==> config.mk <==
export PLATFORM = sky130hd
export DESIGN_NAME = wta_scheduler
export DESIGN_NICKNAME = d
export VERILOG_FILES = /design/src/rtl/wta_pkg.sv /design/src/rtl/lif_update.sv /design/src/rtl/wta_scheduler.sv
export SDC_FILE = /design/constraint.sdc
export NUM_CORES = 1
export LEC_CHECK = 0
export BUFFER_PORTS_ARGS = -buffer_cell sky130_fd_sc_hd__buf_4
export CORE_MARGIN = 2
export CORE_UTILIZATION = 35
export CTS_BUF_LIST = sky130_fd_sc_hd__clkbuf_4
export CTS_CLUSTER_DIAMETER = 60
export DETAILED_ROUTE_END_ITERATION = 8
export PLACE_DENSITY_LB_ADDON = 0.1
export SLEW_MARGIN = 5
export SYNTH_ARGS = -nofsm -noshare
export SYNTH_HDL_FRONTEND = slang
export SYNTH_SLANG_ARGS = --single-unit
==> constraint.sdc <==
create_clock -name clk -period 5.5 [get_ports clk]
set_input_delay 1.375 -clock clk [delete_from_list [all_inputs] [get_ports clk]]
set_output_delay 1.375 -clock clk [all_outputs]
set_load 0.05 [all_outputs]
==> src/rtl/wta_pkg.sv <==
// Shared types and helpers for the winner-take-all LIF scheduler.
package wta_pkg;

  typedef enum logic [1:0] {
    ST_IDLE    = 2'd0,
    ST_UPDATE  = 2'd1,
    ST_RESOLVE = 2'd2
  } wta_state_t;

  localparam int DEF_WIDTH         = 8;
  localparam int DEF_THRESHOLD     = 127;
  localparam int DEF_INHIBIT_SHIFT = 2;

  // Unsigned add that clamps at max_val instead of wrapping.
  function automatic logic [31:0] sat_add(input logic [31:0] a,
                                          input logic [31:0] b,
                                          input logic [31:0] max_val);
    logic [32:0] sum;
    sum = {1'b0, a} + {1'b0, b};
    if (sum > {1'b0, max_val}) begin
      return max_val;
    end
    return sum[31:0];
  endfunction

endpackage

==> src/rtl/lif_update.sv <==
// Combinational single-neuron leaky integrate-and-fire step:
// nxt = sat(cur + st/2), hit when nxt reaches THRESHOLD.
module lif_update
  import wta_pkg::*;
#(
  parameter int WIDTH     = DEF_WIDTH,
  parameter int THRESHOLD = DEF_THRESHOLD
) (
  input  logic [WIDTH-1:0] cur,
  input  logic [WIDTH-1:0] st,
  output logic [WIDTH-1:0] nxt,
  output logic             hit
);

  localparam logic [31:0] MAX_VAL = (32'd1 << WIDTH) - 32'd1;

  assign nxt = WIDTH'(sat_add(32'(cur), 32'(st >> 1), MAX_VAL));
  assign hit = (32'(nxt) >= 32'(THRESHOLD));

endmodule

==> src/rtl/wta_scheduler.sv <==
// Time-multiplexed LIF scheduler: one neuron update per clock, then a
// one-cycle winner-take-all resolve with lateral inhibition.
module wta_scheduler
  import wta_pkg::*;
#(
  parameter int N_NEURONS     = 4,
  parameter int WIDTH         = DEF_WIDTH,
  parameter int THRESHOLD     = DEF_THRESHOLD,
  parameter int INHIBIT_SHIFT = DEF_INHIBIT_SHIFT
) (
  input  logic                           clk,
  input  logic                           rst_n,
  input  logic [N_NEURONS*WIDTH-1:0]     current,
  input  logic                           step,
  output logic                           busy,
  output logic                           done,
  output logic [N_NEURONS-1:0]           spike_vec,
  output logic                           winner_valid,
  output logic [$clog2(N_NEURONS)-1:0]   winner_idx,
  output logic [N_NEURONS*WIDTH-1:0]     state_flat
);

  localparam int IDX_W = $clog2(N_NEURONS);

  wta_state_t               fsm_reg;
  logic [IDX_W-1:0]         idx_reg;
  logic [N_NEURONS-1:0]     hit_reg;
  logic                     any_hit_reg;
  logic [IDX_W-1:0]         best_idx_reg;
  logic [WIDTH-1:0]         best_val_reg;
  logic                     busy_reg;
  logic                     done_reg;
  logic [N_NEURONS-1:0]     spike_vec_reg;
  logic                     winner_valid_reg;
  logic [IDX_W-1:0]         winner_idx_reg;

  logic [N_NEURONS*WIDTH-1:0] cur_snap_flat;
  logic [WIDTH-1:0]           cur_sel;
  logic [WIDTH-1:0]           st_sel;
  logic [WIDTH-1:0]           upd_nxt;
  logic                       upd_hit;
  logic                       take_best;
  logic                       is_last;
  logic                       accept;

  assign accept  = (fsm_reg == ST_IDLE) && step;
  assign is_last = (idx_reg == IDX_W'(N_NEURONS - 1));

  assign cur_sel = cur_snap_flat[idx_reg*WIDTH +: WIDTH];
  assign st_sel  = state_flat[idx_reg*WIDTH +: WIDTH];

  lif_update #(
    .WIDTH     (WIDTH),
    .THRESHOLD (THRESHOLD)
  ) u_lif (
    .cur (cur_sel),
    .st  (st_sel),
    .nxt (upd_nxt),
    .hit (upd_hit)
  );

  // Strict '>' in ascending index order makes the lowest index win ties.
  assign take_best = upd_hit && (!any_hit_reg || (upd_nxt > best_val_reg));

  // Per-neuron storage: input snapshot plus membrane state.
  for (genvar gi = 0; gi < N_NEURONS; gi++) begin : g_neuron
    logic [WIDTH-1:0] cur_reg;
    logic [WIDTH-1:0] st_reg;

    always_ff @(posedge clk) begin
      if (!rst_n) begin
        cur_reg <= '0;
        st_reg  <= '0;
      end else begin
        if (accept) begin
          cur_reg <= current[gi*WIDTH +: WIDTH];
        end
        if ((fsm_reg == ST_UPDATE) && (idx_reg == IDX_W'(gi))) begin
          st_reg <= upd_nxt;
        end else if ((fsm_reg == ST_RESOLVE) && any_hit_reg) begin
          st_reg <= (best_idx_reg == IDX_W'(gi)) ? '0 : (st_reg >> INHIBIT_SHIFT);
        end
      end
    end

    assign cur_snap_flat[gi*WIDTH +: WIDTH] = cur_reg;
    assign state_flat[gi*WIDTH +: WIDTH]    = st_reg;
  end

  always_ff @(posedge clk) begin
    if (!rst_n) begin
      fsm_reg          <= ST_IDLE;
      idx_reg          <= '0;
      hit_reg          <= '0;
      any_hit_reg      <= 1'b0;
      best_idx_reg     <= '0;
      best_val_reg     <= '0;
      busy_reg         <= 1'b0;
      done_reg         <= 1'b0;
      spike_vec_reg    <= '0;
      winner_valid_reg <= 1'b0;
      winner_idx_reg   <= '0;
    end else begin
      done_reg <= 1'b0;
      case (fsm_reg)
        ST_IDLE: begin
          if (step) begin
            fsm_reg      <= ST_UPDATE;
            idx_reg      <= '0;
            hit_reg      <= '0;
            any_hit_reg  <= 1'b0;
            best_idx_reg <= '0;
            best_val_reg <= '0;
            busy_reg     <= 1'b1;
          end
        end
        ST_UPDATE: begin
          hit_reg[idx_reg] <= upd_hit;
          if (take_best) begin
            any_hit_reg  <= 1'b1;
            best_idx_reg <= idx_reg;
            best_val_reg <= upd_nxt;
          end
          if (is_last) begin
            fsm_reg <= ST_RESOLVE;
          end else begin
            idx_reg <= idx_reg + 1'b1;
          end
        end
        ST_RESOLVE: begin
          spike_vec_reg    <= hit_reg;
          winner_valid_reg <= any_hit_reg;
          winner_idx_reg   <= any_hit_reg ? best_idx_reg : '0;
          busy_reg         <= 1'b0;
          done_reg         <= 1'b1;
          fsm_reg          <= ST_IDLE;
        end
        default: begin
          fsm_reg  <= ST_IDLE;
          busy_reg <= 1'b0;
        end
      endcase
    end
  end

  assign busy         = busy_reg;
  assign done         = done_reg;
  assign spike_vec    = spike_vec_reg;
  assign winner_valid = winner_valid_reg;
  assign winner_idx   = winner_idx_reg;

endmodule
== Word-level counts from Yosys, hierarchy flattened ==
Cells that the tools add are included.

* Muxes and demuxes: 38
* Bitwise operators: 1
* Reduce and logical (&&, ||, !) cells: 23
* Shift-type cells: 2
* Add/subtract/negate cells: 2
* Equal/unequal tests: 12
* Magnitude comparators: 5

{| class="wikitable"
|+ Operators with widths
! cell !! number
|-
| $mux W8 || 12
|-
| $shiftx A32 B6 Y8 || 2
|-
| $mux W6 || 4
|-
| $pmux W8 S2 || 1
|-
| $mux W2 || 6
|-
| $pmux W2 S2 || 3
|-
| $eq A2 B2 Y1 const B || 5
|-
| $reduce_bool A2 Y1 || 5
|-
| $add A8 B7 Y9 || 1
|-
| $gt A9 B8 Y1 const B || 1
|-
| $ge A8 B7 Y1 const B || 1
|-
| $gt A8 B8 Y1 || 1
|-
| $logic_and A1 B1 Y1 || 8
|-
| $ne A2 B2 Y1 const B || 4
|-
| $pmux W4 S2 || 1
|-
| $eq A2 B1 Y1 const B || 3
|-
| $logic_not A2 Y1 || 3
|-
| $mux W1 || 6
|-
| $reduce_and A2 Y1 || 3
|-
| $reduce_and A3 Y1 || 2
|-
| $bwmux W4 || 1
|-
| $mux W4 || 1
|-
| $pmux W1 S2 || 2
|-
| $lt A2 B3 Y1 const B || 1
|-
| 6 further kinds || 6
|}

* Bits in registers: 92
* Bits of input ports: 35
* Output and inout port bits: 41

== Logic depth before layout (Yosys ltp) ==
Gate-level depths: netlist (run 1).

* Word-level depth: 10
* Mapped depth: 18
* Depth with buffers taken out: 15

== Modules after synthesis ==
From an unflattened synthesis (run 1), not the netlist that was laid out.

* Cells, all modules: 545
* Area, all modules: 4798.4 µm²

{| class="wikitable"
|+ By module, submodules not included
! module !! seq. area each (µm²) !! instances !! area each (µm²) !! cells each
|-
| wta_scheduler || 1841.8 || 1 || 4404.2 || 492
|-
| lif_update || 0.0 || 1 || 394.1 || 53
|}

== Worst setup path after synthesis (run 1) ==
OpenSTA, ideal clock, no wires.

* Path type: flip-flop to flip-flop
* Start point: register idx_reg[1]
* End point: register best_val_reg[3]
* Arrival time: 4.441 ns
* Clock period less this slack: 4.516 ns
* Setup time: 0.075 ns
* Required time: 5.425 ns
* Path buffers: 3
* Slack: 0.984 ns
* Cell stages (with the launch flop): 17
* Cells stage by stage: dfxtp_1 -> buf_2 -> clkbuf_1 -> mux4_1 -> fa_1 -> a211oi_1 -> nor4b_1 -> o21ai_1 -> nand2b_1 -> ha_1 -> and4_1 -> a31oi_1 -> o21ai_0 -> a21oi_1 -> clkbuf_1 -> mux2_2 -> a31oi_1

* Longest elaborated chain between the ends: 10
* Elaborated cells between the ends (all ways): 14

{| class="wikitable"
|+ RTL lines
! what !! RTL line !! source
|-
| start: declaration || wta_scheduler.sv:26 || <nowiki>logic [IDX_W-1:0] idx_reg;</nowiki>
|-
| start signal: assignment || wta_scheduler.sv:127 || <nowiki>idx_reg <= idx_reg + 1'b1;</nowiki>
|-
| $shiftx A32 B6 Y8 (on tied branches) || wta_scheduler.sv:49, wta_scheduler.sv:50 ||
|-
| $add A8 B7 Y9 (*) || wta_pkg.sv:19 || <nowiki>sum = {1'b0, a} + {1'b0, b};</nowiki>
|-
| $gt A9 B8 Y1 || wta_pkg.sv:20 || <nowiki>if (sum > {1'b0, max_val}) begin</nowiki>
|-
| $mux W1 || wta_pkg.sv:20 ||
|-
| $mux W8 (*) || wta_pkg.sv:23 || <nowiki>return sum[31:0];</nowiki>
|-
| $gt A8 B8 Y1 || wta_scheduler.sv:63 || <nowiki>assign take_best = upd_hit && (!any_hit_reg || (upd_nxt > best_val_reg));</nowiki>
|-
| $logic_or A1 B1 Y1 || wta_scheduler.sv:63 ||
|-
| $logic_and A1 B1 Y1 || wta_scheduler.sv:63 ||
|-
| $ne A2 B2 Y1 (no source line) || n/a ||
|-
| $reduce_and A3 Y1 (no source line) || n/a ||
|-
| end signal: assignment || wta_scheduler.sv:122 || <nowiki>best_val_reg <= upd_nxt;</nowiki>
|-
| end: declaration || wta_scheduler.sv:30 || <nowiki>logic [WIDTH-1:0] best_val_reg;</nowiki>
|}

Every way passes the cells marked *; elsewhere a longest branch is shown, timed or not. The select of a mux whose other input is x is not followed.
A chain may end at the register's enable or synchronous reset.

== Worst setup path after layout (run 1) ==
* Start point: register idx_reg[0]
* End point: register best_idx_reg[0]

* Longest elaborated chain between the ends: 10
* Elaborated cells between the ends (all ways): 14

{| class="wikitable"
|+ RTL lines
! what !! RTL line !! source
|-
| $shiftx A32 B6 Y8 (on tied branches) || wta_scheduler.sv:49, wta_scheduler.sv:50 ||
|-
| $add A8 B7 Y9 || wta_pkg.sv:19 ||
|-
| $gt A9 B8 Y1 || wta_pkg.sv:20 ||
|-
| $mux W1 || wta_pkg.sv:20 ||
|-
| $mux W8 || wta_pkg.sv:23 ||
|-
| $gt A8 B8 Y1 || wta_scheduler.sv:63 ||
|-
| $logic_or A1 B1 Y1 || wta_scheduler.sv:63 ||
|-
| $logic_and A1 B1 Y1 || wta_scheduler.sv:63 ||
|-
| $ne A2 B2 Y1 (no source line) || n/a ||
|-
| $reduce_and A3 Y1 (no source line) || n/a ||
|-
| end signal: assignment || wta_scheduler.sv:121 || <nowiki>best_idx_reg <= idx_reg;</nowiki>
|-
| end: declaration || wta_scheduler.sv:29 || <nowiki>logic [IDX_W-1:0] best_idx_reg;</nowiki>
|}

Parallel ways exist; a longest one is shown, timed or not. The select of a mux whose other input is x is not followed.

==> flow_metrics.py, run 1 <==
metrics = {
    "sta": {
        "period_share": 0.877,
        "worst_pin_slew_ns": 0.953,
        "fin_tns_setup_ns": 0,
        "period_needed_ns": 4.82,
        "rsz0062_at_grt": "no",
        "setup_slack_ns": 0.676,
        "setup_viol": 0,
        "holdWs_ns": 0.461,
        "report.final.slew_viol_count": 0,
        "finClkSkew_ns": 0.0177,
        "max_slew_margin": 0.365,
        "clock.fmax_ghz": 0.207,
        "hold_viol_final": 0,
    },
    "floorplanning": {
        "row_count": 42,
        "die_area_mm2": 0.0142,
        "start_util": 0.355,
        "die_x_um": 119,
        "io_pins": 76,
        "die_h_um": 119,
        "core-area_mm2": 0.0131,
    },
    "clock_tree": {
        "cts_tree": "yes",
        "clk_latency_ns": 0.48,
        "htree_num_levels": 3,
        "ctsHoldBuffers": 0,
        "cts_made_buffers": 9,
        "clkTransAtPathRegs_ns": 0.13,
        "cts_setup_buffers": 0,
        "ctsResizeCount": 0,
        "clock-sinks": 92,
        "clockBufferDepth": 2,
        "root_buffer": "clkbuf_4",
    },
    "global_route": {
        "grt_overflow_total": 0,
        "grt_pass1_vias": 4059,
        "grt_pass1_wl_um": 22100,
        "antenna_found_initial": 1,
        "grt_use_total": 0.204,
        "grt_max_degree": 41,
    },
    "power_and_ir_drop": {
        "total_leakage_power_nw": 2.13,
        "peakVddDrop_mv": 0.120,
        "p_total_mw": 1.31,
        "p_per_area_mw_per_mm2": 240,
    },
    "routing": {
        "first_iter_violations": 318,
        "wire_per_inst_um": 18.1,
        "drcViolationCount": 0,
        "dr.pass1.iters": 5,
        "drt-total-wl_um": 14400,
        "ant_nets": 0,
        "via_per_inst": 5.36,
        "vias": 4260,
    },
    "layout": {
        "layout.nets": 669,
        "layout.cells.non_filler": 795,
        "finalInstanceArea_mm2": 0.00545,
        "drive_above_1_share": 0.196,
        "final_core_util": 0.416,
        "syn_to_final_growth_pct": 17.2,
    },
    "logic_synthesis": {
        "synth-edff-count": 0,
        "synthArstFlopShare": 0,
        "ys_ff_latch": 92,
        "syn_area_mm2": 0.00464,
        "synth_nets": 609,
        "synth.distinct_cells": 50,
        "yosysSeqAreaShare": 0.397,
        "synth_area_per_cell_um2": 8.38,
        "yosys_warnings": 0,
        "syn_inst": 554,
        "ys.flop_type": "dfxtp_1",
    },
    "place": {
        "dp_cells": 779,
        "finalWeightedCongestion": 0.882,
        "dp_slack_ns": 0.494,
        "place_area_mm2": 0.00534,
        "port_buffers": 75,
        "dp_hpwl_um": 10700,
    },
    "flow_run": {
        "max_cap_viol_count": 0,
    },
    "critical_path": {
        "worst_ep_required_time_ns": 5.90,
        "r2r-start": "idx_reg[0]$_SDFFE_PN0P_",
        "worst_setup_path_start_kind": "register",
        "crit_path_start": "idx_reg[0]$_SDFFE_PN0P_",
        "arrival_ns": 5.22,
        "rrSetupSlack_ns": 0.68,
        "reg2reg_depth": 16,
        "end_kind": "register",
        "cp_max_fo": 11,
        "path_class": "reg -> reg",
        "crit_path_end": "best_idx_reg[0]$_SDFFE_PN0P_",
        "r2r-end": "best_idx_reg[0]$_SDFFE_PN0P_",
    },
    "run_status": {
        "outcome": "completed",
    },
    "hold_path": {
        "hold_class": "reg -> reg",
    },
}
-- metal layers --
| metal | vias to the layer above | global-route usage | wire [µm] |
|---|---|---|---|
| li1 | 2089 | - | - |
| met1 | 2037 | 0.272 | 6620 |
| met2 | 112 | 0.316 | 6710 |
| met3 | 22 | 0.0503 | 725 |
| met4 | 0 | 0.0863 | 310 |
| met5 | - | 0 | 0 |
-- cell usage after synthesis (2+ instances only) --
cell,n,area [µm²]
nand2_1,124,465
and4_1,2,17.5
o41ai_2,3,48.8
a311oi_1,6,52.6
a21o_1,4,30.0
or3_1,3,18.8
buf_2,3,15.0
nor2b_1,4,25.0
o21bai_1,2,15.0
mux2_2,3,33.8
nand3_1,19,95.1
mux2i_1,3,30.0
a21oi_1,71,355
xor2_1,2,17.5
nand2b_1,6,37.5
a211o_1,4,35.0
buf_6,3,33.8
nor3_1,2,10.0
nor2_1,28,105
mux4_2,11,248
clkbuf_1,25,93.8
o21a_1,3,22.5
mux4_1,4,105
a211oi_1,4,30.0
ha_1,19,238
dfxtp_1,92,1840
inv_1,11,41.3
o2111ai_1,4,35.0
a22oi_1,7,52.6
buf_1,4,15.0
nand4b_1,2,17.5
and2_1,6,37.5
a31oi_1,4,25.0
o21ai_0,50,250
-- layout make-up --
type	instances	area [µm²]
Fill cell	1314	7640
Multi-Input combinational cell	415	2600
Sequential cell	92	1840
Timing Repair Buffer	84	631
Tap cell	176	220
Clock buffer	11	82.6
Inverter	12	45.0
Clock inverter	3	16.3
Antenna cell	2	5.00
-- cell usage in the layout, fill, tap and decap left out, drive strengths merged, types with 3 or more instances in the layout --
master | Yosys | final
a31oi | 4 | 4
o41ai | 3 | 3
clkbuf | 25 | 11
nand2b | 6 | 6
o21a | 4 | 4
nand2 | 124 | 124
a22oi | 7 | 7
mux4 | 15 | 15
or3 | 3 | 3
nand3 | 19 | 19
a211o | 4 | 4
and2 | 6 | 6
o2111ai | 4 | 4
mux2i | 3 | 3
o21ai | 51 | 51
nor2 | 29 | 29
nor2b | 4 | 4
a21o | 4 | 4
ha | 19 | 19
buf | 10 | 84
inv | 12 | 12
mux2 | 3 | 3
dfxtp | 92 | 92
a311oi | 6 | 6
a211oi | 5 | 5
a21oi | 72 | 72
-- where the power goes --
group	total [mW]	internal [mW]	switching, mW
registers	0.713	0.692	0.0207
logic	0.273	0.102	0.172
clock network	0.322	0.0963	0.226
total	1.31	0.890	0.419
-- critical path, cell delays in order, from the launching register on --
cell,delay [ns]
dfxtp_1,0.41
buf_4,0.24
mux4_2,0.53
ha_1,0.24
fa_1,0.43
a211oi_1,0.46
nor4b_1,0.14
o21ai_2,0.35
nand2b_1,0.29
ha_1,0.37
and4_1,0.18
a31oi_1,0.14
o21ai_0,0.09
a21oi_1,0.12
buf_4,0.20
o21a_1,0.34
mux2i_1,0.23
-- worst min-delay path by stage --
stage                                        startpoint                             endpoint  slack (ns)  cells past startpoint
finish              g_neuron[2].cur_reg[1]$_SDFFE_PN0P_  g_neuron[2].cur_reg[1]$_SDFFE_PN0P_        0.46                      2
global route        g_neuron[2].cur_reg[1]$_SDFFE_PN0P_  g_neuron[2].cur_reg[1]$_SDFFE_PN0P_        0.48                      2
CTS                 g_neuron[2].cur_reg[1]$_SDFFE_PN0P_  g_neuron[2].cur_reg[1]$_SDFFE_PN0P_        0.47                      2
detailed placement  g_neuron[2].cur_reg[1]$_SDFFE_PN0P_  g_neuron[2].cur_reg[1]$_SDFFE_PN0P_        0.45                      2
global placement    g_neuron[2].cur_reg[3]$_SDFFE_PN0P_  g_neuron[2].cur_reg[3]$_SDFFE_PN0P_        0.44                      2
floorplan           g_neuron[1].cur_reg[0]$_SDFFE_PN0P_  g_neuron[1].cur_reg[0]$_SDFFE_PN0P_        0.43                      2
-- logic make-up (layout without fill, tap and decap cells) --
family / count (synthesis) / in the layout / share of synthesized area
compound gates: 172 / 172 / 0.225
xor+xnor: 2 / 2 / 0.00377
fa+ha+maj: 20 / 20 / 0.0555
buf+inv: 47 / 110 / 0.0436
flops: 92 / 92 / 0.397
mux: 21 / 21 / 0.0897
other cells: 0 / 2 / 0
simple gates: 200 / 200 / 0.185
No activity file was read; power rests on OpenSTA's default activity.
==> inputs of run 2 (changes only) <==
--- a/config.mk
+++ b/config.mk
@@ -5,13 +5,14 @@
 export SDC_FILE = /design/constraint.sdc
 export NUM_CORES = 1
 export LEC_CHECK = 0
-export BUFFER_PORTS_ARGS = -buffer_cell sky130_fd_sc_hd__buf_4
 export CORE_MARGIN = 2
 export CORE_UTILIZATION = 35
 export CTS_BUF_LIST = sky130_fd_sc_hd__clkbuf_4
 export CTS_CLUSTER_DIAMETER = 60
 export DETAILED_ROUTE_END_ITERATION = 8
+export DONT_BUFFER_PORTS = 1
 export PLACE_DENSITY_LB_ADDON = 0.1
+export REMOVE_ABC_BUFFERS = 1
 export SLEW_MARGIN = 5
 export SYNTH_ARGS = -nofsm -noshare
 export SYNTH_HDL_FRONTEND = slang
==> flow_metrics.py, run 2 (synthesized netlist as in run 1, its figures left out) <==
metrics = {
    "sta": {
        "holdWs_ns": 0.462,
        "finClkSkew_ns": 0.0287,
        "max_slew_margin": 0.254,
        "clock.fmax_ghz": 0.204,
        "rsz0062_at_grt": "no",
        "period_needed_ns": 4.90,
        "fin_tns_setup_ns": 0,
        "worst_pin_slew_ns": 1.12,
        "setup_viol": 0,
        "hold_viol_final": 0,
        "period_share": 0.891,
        "report.final.slew_viol_count": 0,
    },
    "global_route": {
        "grt_max_degree": 72,
        "antenna_found_initial": 0,
        "grt_pass1_vias": 3982,
        "grt_use_total": 0.204,
        "grt_overflow_total": 0,
        "grt_pass1_wl_um": 22200,
    },
    "layout": {
        "final_cell_mix": "nand2_1 (124), dfxtp_1 (92), a21oi_1 (71), o21ai_0 (50), nor2_1 (28)",
        "final_common_cell": "nand2_1",
        "n_fill_cell": 1381,
        "finalInstanceArea_mm2": 0.00492,
        "layout.nets": 598,
        "antenna_cells": 0,
        "drive_above_1_share": 0.0912,
        "final_core_util": 0.376,
        "seq_area_mm2": 0.00184,
        "syn_to_final_growth_pct": 5.93,
        "multiInputGateArea_mm2": 0.00260,
    },
    "hold_path": {
        "hold_class": "reg -> reg",
    },
    "routing": {
        "via_per_inst": 5.59,
        "first_iter_violations": 285,
        "wire_per_inst_um": 19.6,
        "ant_nets": 0,
        "drcViolationCount": 0,
        "dr.pass1.iters": 5,
        "vias": 4049,
        "drt-total-wl_um": 14200,
    },
    "floorplanning": {
        "core-area_mm2": 0.0131,
        "start_util": 0.355,
        "row_count": 42,
        "die_x_um": 119,
        "die_h_um": 119,
        "die_area_mm2": 0.0142,
        "io_pins": 76,
    },
    "clock_tree": {
        "htree_num_levels": 3,
        "clock-sinks": 92,
        "root_buffer": "clkbuf_4",
        "clockBufferDepth": 2,
        "ctsResizeCount": 0,
        "cts_made_buffers": 9,
        "clk_latency_ns": 0.49,
        "cts_tree": "yes",
        "clkTransAtPathRegs_ns": 0.14,
        "ctsHoldBuffers": 0,
        "cts_setup_buffers": 0,
    },
    "flow_run": {
        "max_cap_viol_count": 0,
    },
    "power_and_ir_drop": {
        "p_per_area_mw_per_mm2": 263,
        "total_leakage_power_nw": 1.76,
        "p_total_mw": 1.30,
        "peakVddDrop_mv": 0.105,
    },
    "critical_path": {
        "arrival_ns": 5.31,
        "worst_setup_path_start_kind": "register",
        "path_class": "reg -> reg",
        "worst_ep_required_time_ns": 5.91,
        "cp_max_fo": 11,
        "end_kind": "register",
    },
    "place": {
        "dp_hpwl_um": 10300,
        "finalWeightedCongestion": 0.854,
        "port_buffers": 0,
        "place_area_mm2": 0.00480,
    },
    "run_status": {
        "outcome": "completed",
    },
}
## run 2: changes by cell type in the layout (fill, tap and decap cells not counted)
cell	change
clkinv_4	+1
o21ai_1	+1
clkinv_2	-1
o21ai_2	-1
buf_4	-71
clkbuf_4	-1
diode_2	-2
clkinvlp_4	+1
inv_6	+1
clkinv_1	+1
## run 2: where the power goes
part           switching, mW  internal, mW  total [mW]
combinational          0.134        0.0776       0.212
sequential            0.0474         0.692       0.739
clock                  0.248        0.0974       0.345
total                  0.429         0.867        1.30
## run 2: layer usage
metal | routed length (µm) | up-vias | share of wire | GRT usage
met5 | 0 | - | 0 | 0
met4 | 327 | 0 | 0.023 | 0.0751
met3 | 649 | 22 | 0.046 | 0.0460
met2 | 6810 | 98 | 0.48 | 0.332
met1 | 6410 | 1974 | 0.45 | 0.266
li1 | - | 1955 | - | -
## run 2: worst max-delay path, stage by stage, from the launching register on
cell	delay, ns
dfxtp_1	0.62
mux4_1	0.66
ha_1	0.24
fa_1	0.42
a211oi_1	0.23
buf_4	0.16
nor4b_1	0.05
o21ai_1	0.46
nand2_1	0.28
ha_1	0.37
and4_1	0.19
a31oi_1	0.15
o21ai_0	0.09
a21oi_1	0.13
buf_4	0.21
o21a_1	0.35
mux2i_1	0.21
## run 2: per-stage QoR
step                cells  worst slack [ns]
floorplan             519             0.559
detailed placement    708             0.641
global route          724             0.168
CTS                   724             0.600
finish                724             0.600
global placement      708             0.777
## run 2: worst paths after layout
kind / slack, ns / start / cells after the start / end
hold / removal: 0.46 / hit_reg[1]$_SDFFE_PN0P_ / 2 / spike_vec[1]$_SDFFE_PN0P_
setup / recovery: 0.60 / idx_reg[0]$_SDFFE_PN0P_ / 16 / best_idx_reg[0]$_SDFFE_PN0P_
hold reg to reg: 0.46 / hit_reg[1]$_SDFFE_PN0P_ / 2 / spike_vec[1]$_SDFFE_PN0P_
setup reg to reg: 0.60 / idx_reg[0]$_SDFFE_PN0P_ / 16 / best_idx_reg[0]$_SDFFE_PN0P_
## run 2: layout make-up
class	count	area share
Clock buffer	10	0.0153
Clock inverter	6	0.00814
Inverter	12	0.00916
Multi-Input combinational cell	415	0.528
Sequential cell	92	0.374
Tap cell	176	0.0448
Timing Repair Buffer	13	0.0198
==> inputs of run 3 (changes only) <==
--- a/config.mk
+++ b/config.mk
@@ -5,7 +5,7 @@
 export SDC_FILE = /design/constraint.sdc
 export NUM_CORES = 1
 export LEC_CHECK = 0
-export CORE_MARGIN = 2
+export CORE_MARGIN = 8
 export CORE_UTILIZATION = 35
 export CTS_BUF_LIST = sky130_fd_sc_hd__clkbuf_4
 export CTS_CLUSTER_DIAMETER = 60
==> flow_metrics.py, run 3 (synthesized netlist as in run 1, its figures left out) <==
metrics = {
    "run_status": {
        "outcome": "completed",
    },
    "floorplanning": {
        "die_h_um": 131,
        "row_count": 42,
        "start_util": 0.355,
        "io_pins": 76,
        "die_x_um": 131,
        "die_area_mm2": 0.0172,
        "core-area_mm2": 0.0131,
    },
    "global_route": {
        "grt_pass1_wl_um": 23100,
        "grt_pass1_vias": 3917,
        "grt_use_total": 0.170,
        "grt_max_degree": 72,
        "grt_overflow_total": 0,
        "antenna_found_initial": 1,
    },
    "routing": {
        "via_per_inst": 5.55,
        "vias": 4006,
        "ant_nets": 0,
        "dr.pass1.iters": 5,
        "wire_per_inst_um": 20.4,
        "drcViolationCount": 0,
        "drt-total-wl_um": 14700,
        "first_iter_violations": 292,
    },
    "critical_path": {
        "worst_ep_required_time_ns": 5.91,
        "crit_path_top_delay_cell": "dfxtp_1",
        "cp_max_fo": 8,
        "worst_setup_path_start_kind": "register",
        "crit_path_max_incr_delay_ns": 0.53,
        "worstPathCellList": "buf_4, mux4_2, ha_1, fa_1, a211oi_1, nor4b_1, o21ai_1, nand2_1, ha_1, and4_1, a31oi_1, o21ai_0, a21oi_1, buf_4, o21a_1, mux2i_1",
        "path_class": "reg -> reg",
        "arrival_ns": 5.42,
        "critPathBufInv": 2,
        "end_kind": "register",
        "path_delay_family": "compound AO/OA/AOI/OAI gates",
    },
    "layout": {
        "syn_to_final_growth_pct": 6.09,
        "final_cell_mix": "nand2_1 (124), dfxtp_1 (92), a21oi_1 (71), o21ai_0 (50), nor2_1 (28)",
        "drive_above_1_share": 0.0899,
        "layout.nets": 595,
        "final_common_cell": "nand2_1",
    },
    "sta": {
        "clock.fmax_ghz": 0.199,
        "fin_tns_setup_ns": 0,
        "period_share": 0.912,
        "max_slew_margin": 0.379,
        "hold_viol_final": 0,
        "finClkSkew_ns": 0.0151,
        "report.final.slew_viol_count": 0,
        "setup_viol": 0,
        "worst_pin_slew_ns": 0.930,
        "setup_slack_ns": 0.483,
        "period_needed_ns": 5.02,
        "rsz0062_at_grt": "no",
    },
    "clock_tree": {
        "root_buffer": "clkbuf_4",
        "clkTransAtPathRegs_ns": 0.15,
        "cts_tree": "yes",
        "clk_latency_ns": 0.47,
        "cts_setup_buffers": 0,
        "clockBufferDepth": 2,
        "ctsResizeCount": 0,
        "htree_num_levels": 3,
        "clock-sinks": 92,
        "ctsHoldBuffers": 0,
        "cts_made_buffers": 9,
    },
    "power_and_ir_drop": {
        "p_seq_frac": 0.551,
        "p_total_mw": 1.35,
        "p_int_uw": 920,
        "total_leakage_power_nw": 1.77,
        "peakVddDrop_mv": 0.129,
        "switching_share": 0.317,
        "p_clk_frac": 0.295,
        "switching_power_uw": 428,
        "p_per_area_mw_per_mm2": 274,
        "comb_power_share": 0.153,
    },
    "place": {
        "finalWeightedCongestion": 0.884,
        "port_buffers": 0,
        "dp_hpwl_um": 11000,
        "dp_slack_ns": 0.509,
    },
    "hold_path": {
        "hold_class": "reg -> reg",
    },
    "flow_run": {
        "max_cap_viol_count": 0,
    },
}
run 3: cell types whose count changed in the layout (fill, tap and decap cells not counted), sizes merged:
cell,delta
diode,+1
buf,-3
clkinv,-2
clkinvlp,-1
bufinv,+1
inv,+1
clkbuf,+1
run 3: worst paths after layout:
kind | start | to | depth (start not counted) | slack, ns
min reg2reg | g_neuron[1].cur_reg[6]$_SDFFE_PN0P_ | g_neuron[1].cur_reg[6]$_SDFFE_PN0P_ | 2 | 0.46
max | idx_reg[0]$_SDFFE_PN0P_ | best_idx_reg[1]$_SDFFE_PN0P_ | 16 | 0.48
min | g_neuron[1].cur_reg[6]$_SDFFE_PN0P_ | g_neuron[1].cur_reg[6]$_SDFFE_PN0P_ | 2 | 0.46
max reg2reg | idx_reg[0]$_SDFFE_PN0P_ | best_idx_reg[1]$_SDFFE_PN0P_ | 16 | 0.48
run 3: final cells by class:
type	instances	area, µm²
diodes	1	2.50
well taps	176	220
fillers	1359	8160
repair buffers	10	75.1
flip-flops and latches	92	1840
clock buffers	11	82.6
multi-input cells	415	2600
inverters	12	45.0
clock inverters	5	60.1
run 3: power groups by stage:
stage	sequential, mW	clock (mW)	combinational [mW]
finish	0.744	0.398	0.207
global route	0.748	0.432	0.233
CTS	0.745	0.410	0.209
detailed placement	0.759	0	0.208
global placement	0.760	0	0.206
floorplan	0.751	0	0.143
run 3: worst register-to-register path, delay by kind of cell (launching register included):
family	cells	cell delay, ns
AOI/OAI and AO/OA	6	1.70
adders and majority gates	3	1.04
buffers and inverters	2	0.38
DFF	1	0.53
muxes	2	0.72
and+or+nand+nor	3	0.60
run 3: layer usage:
layer,routed length [µm],vias up,GRT usage
met3,673,24,0.0316
met2,6980,103,0.271
met1,6570,1936,0.214
met5,0,-,0
met4,485,0,0.0891
li1,-,1943,-
run 3: metrics by stage:
step | hold WS, ns | instance area, µm² | instances | util
after floorplan | 0.432 | 4490 | 519 | -
after global placement | 0.446 | 4780 | 705 | 0.365
after detailed placement | 0.448 | 4780 | 705 | 0.365
after CTS | 0.468 | 4920 | 721 | 0.376
after global routing | 0.485 | 4930 | 722 | 0.377
final | 0.464 | 4930 | 722 | 0.377
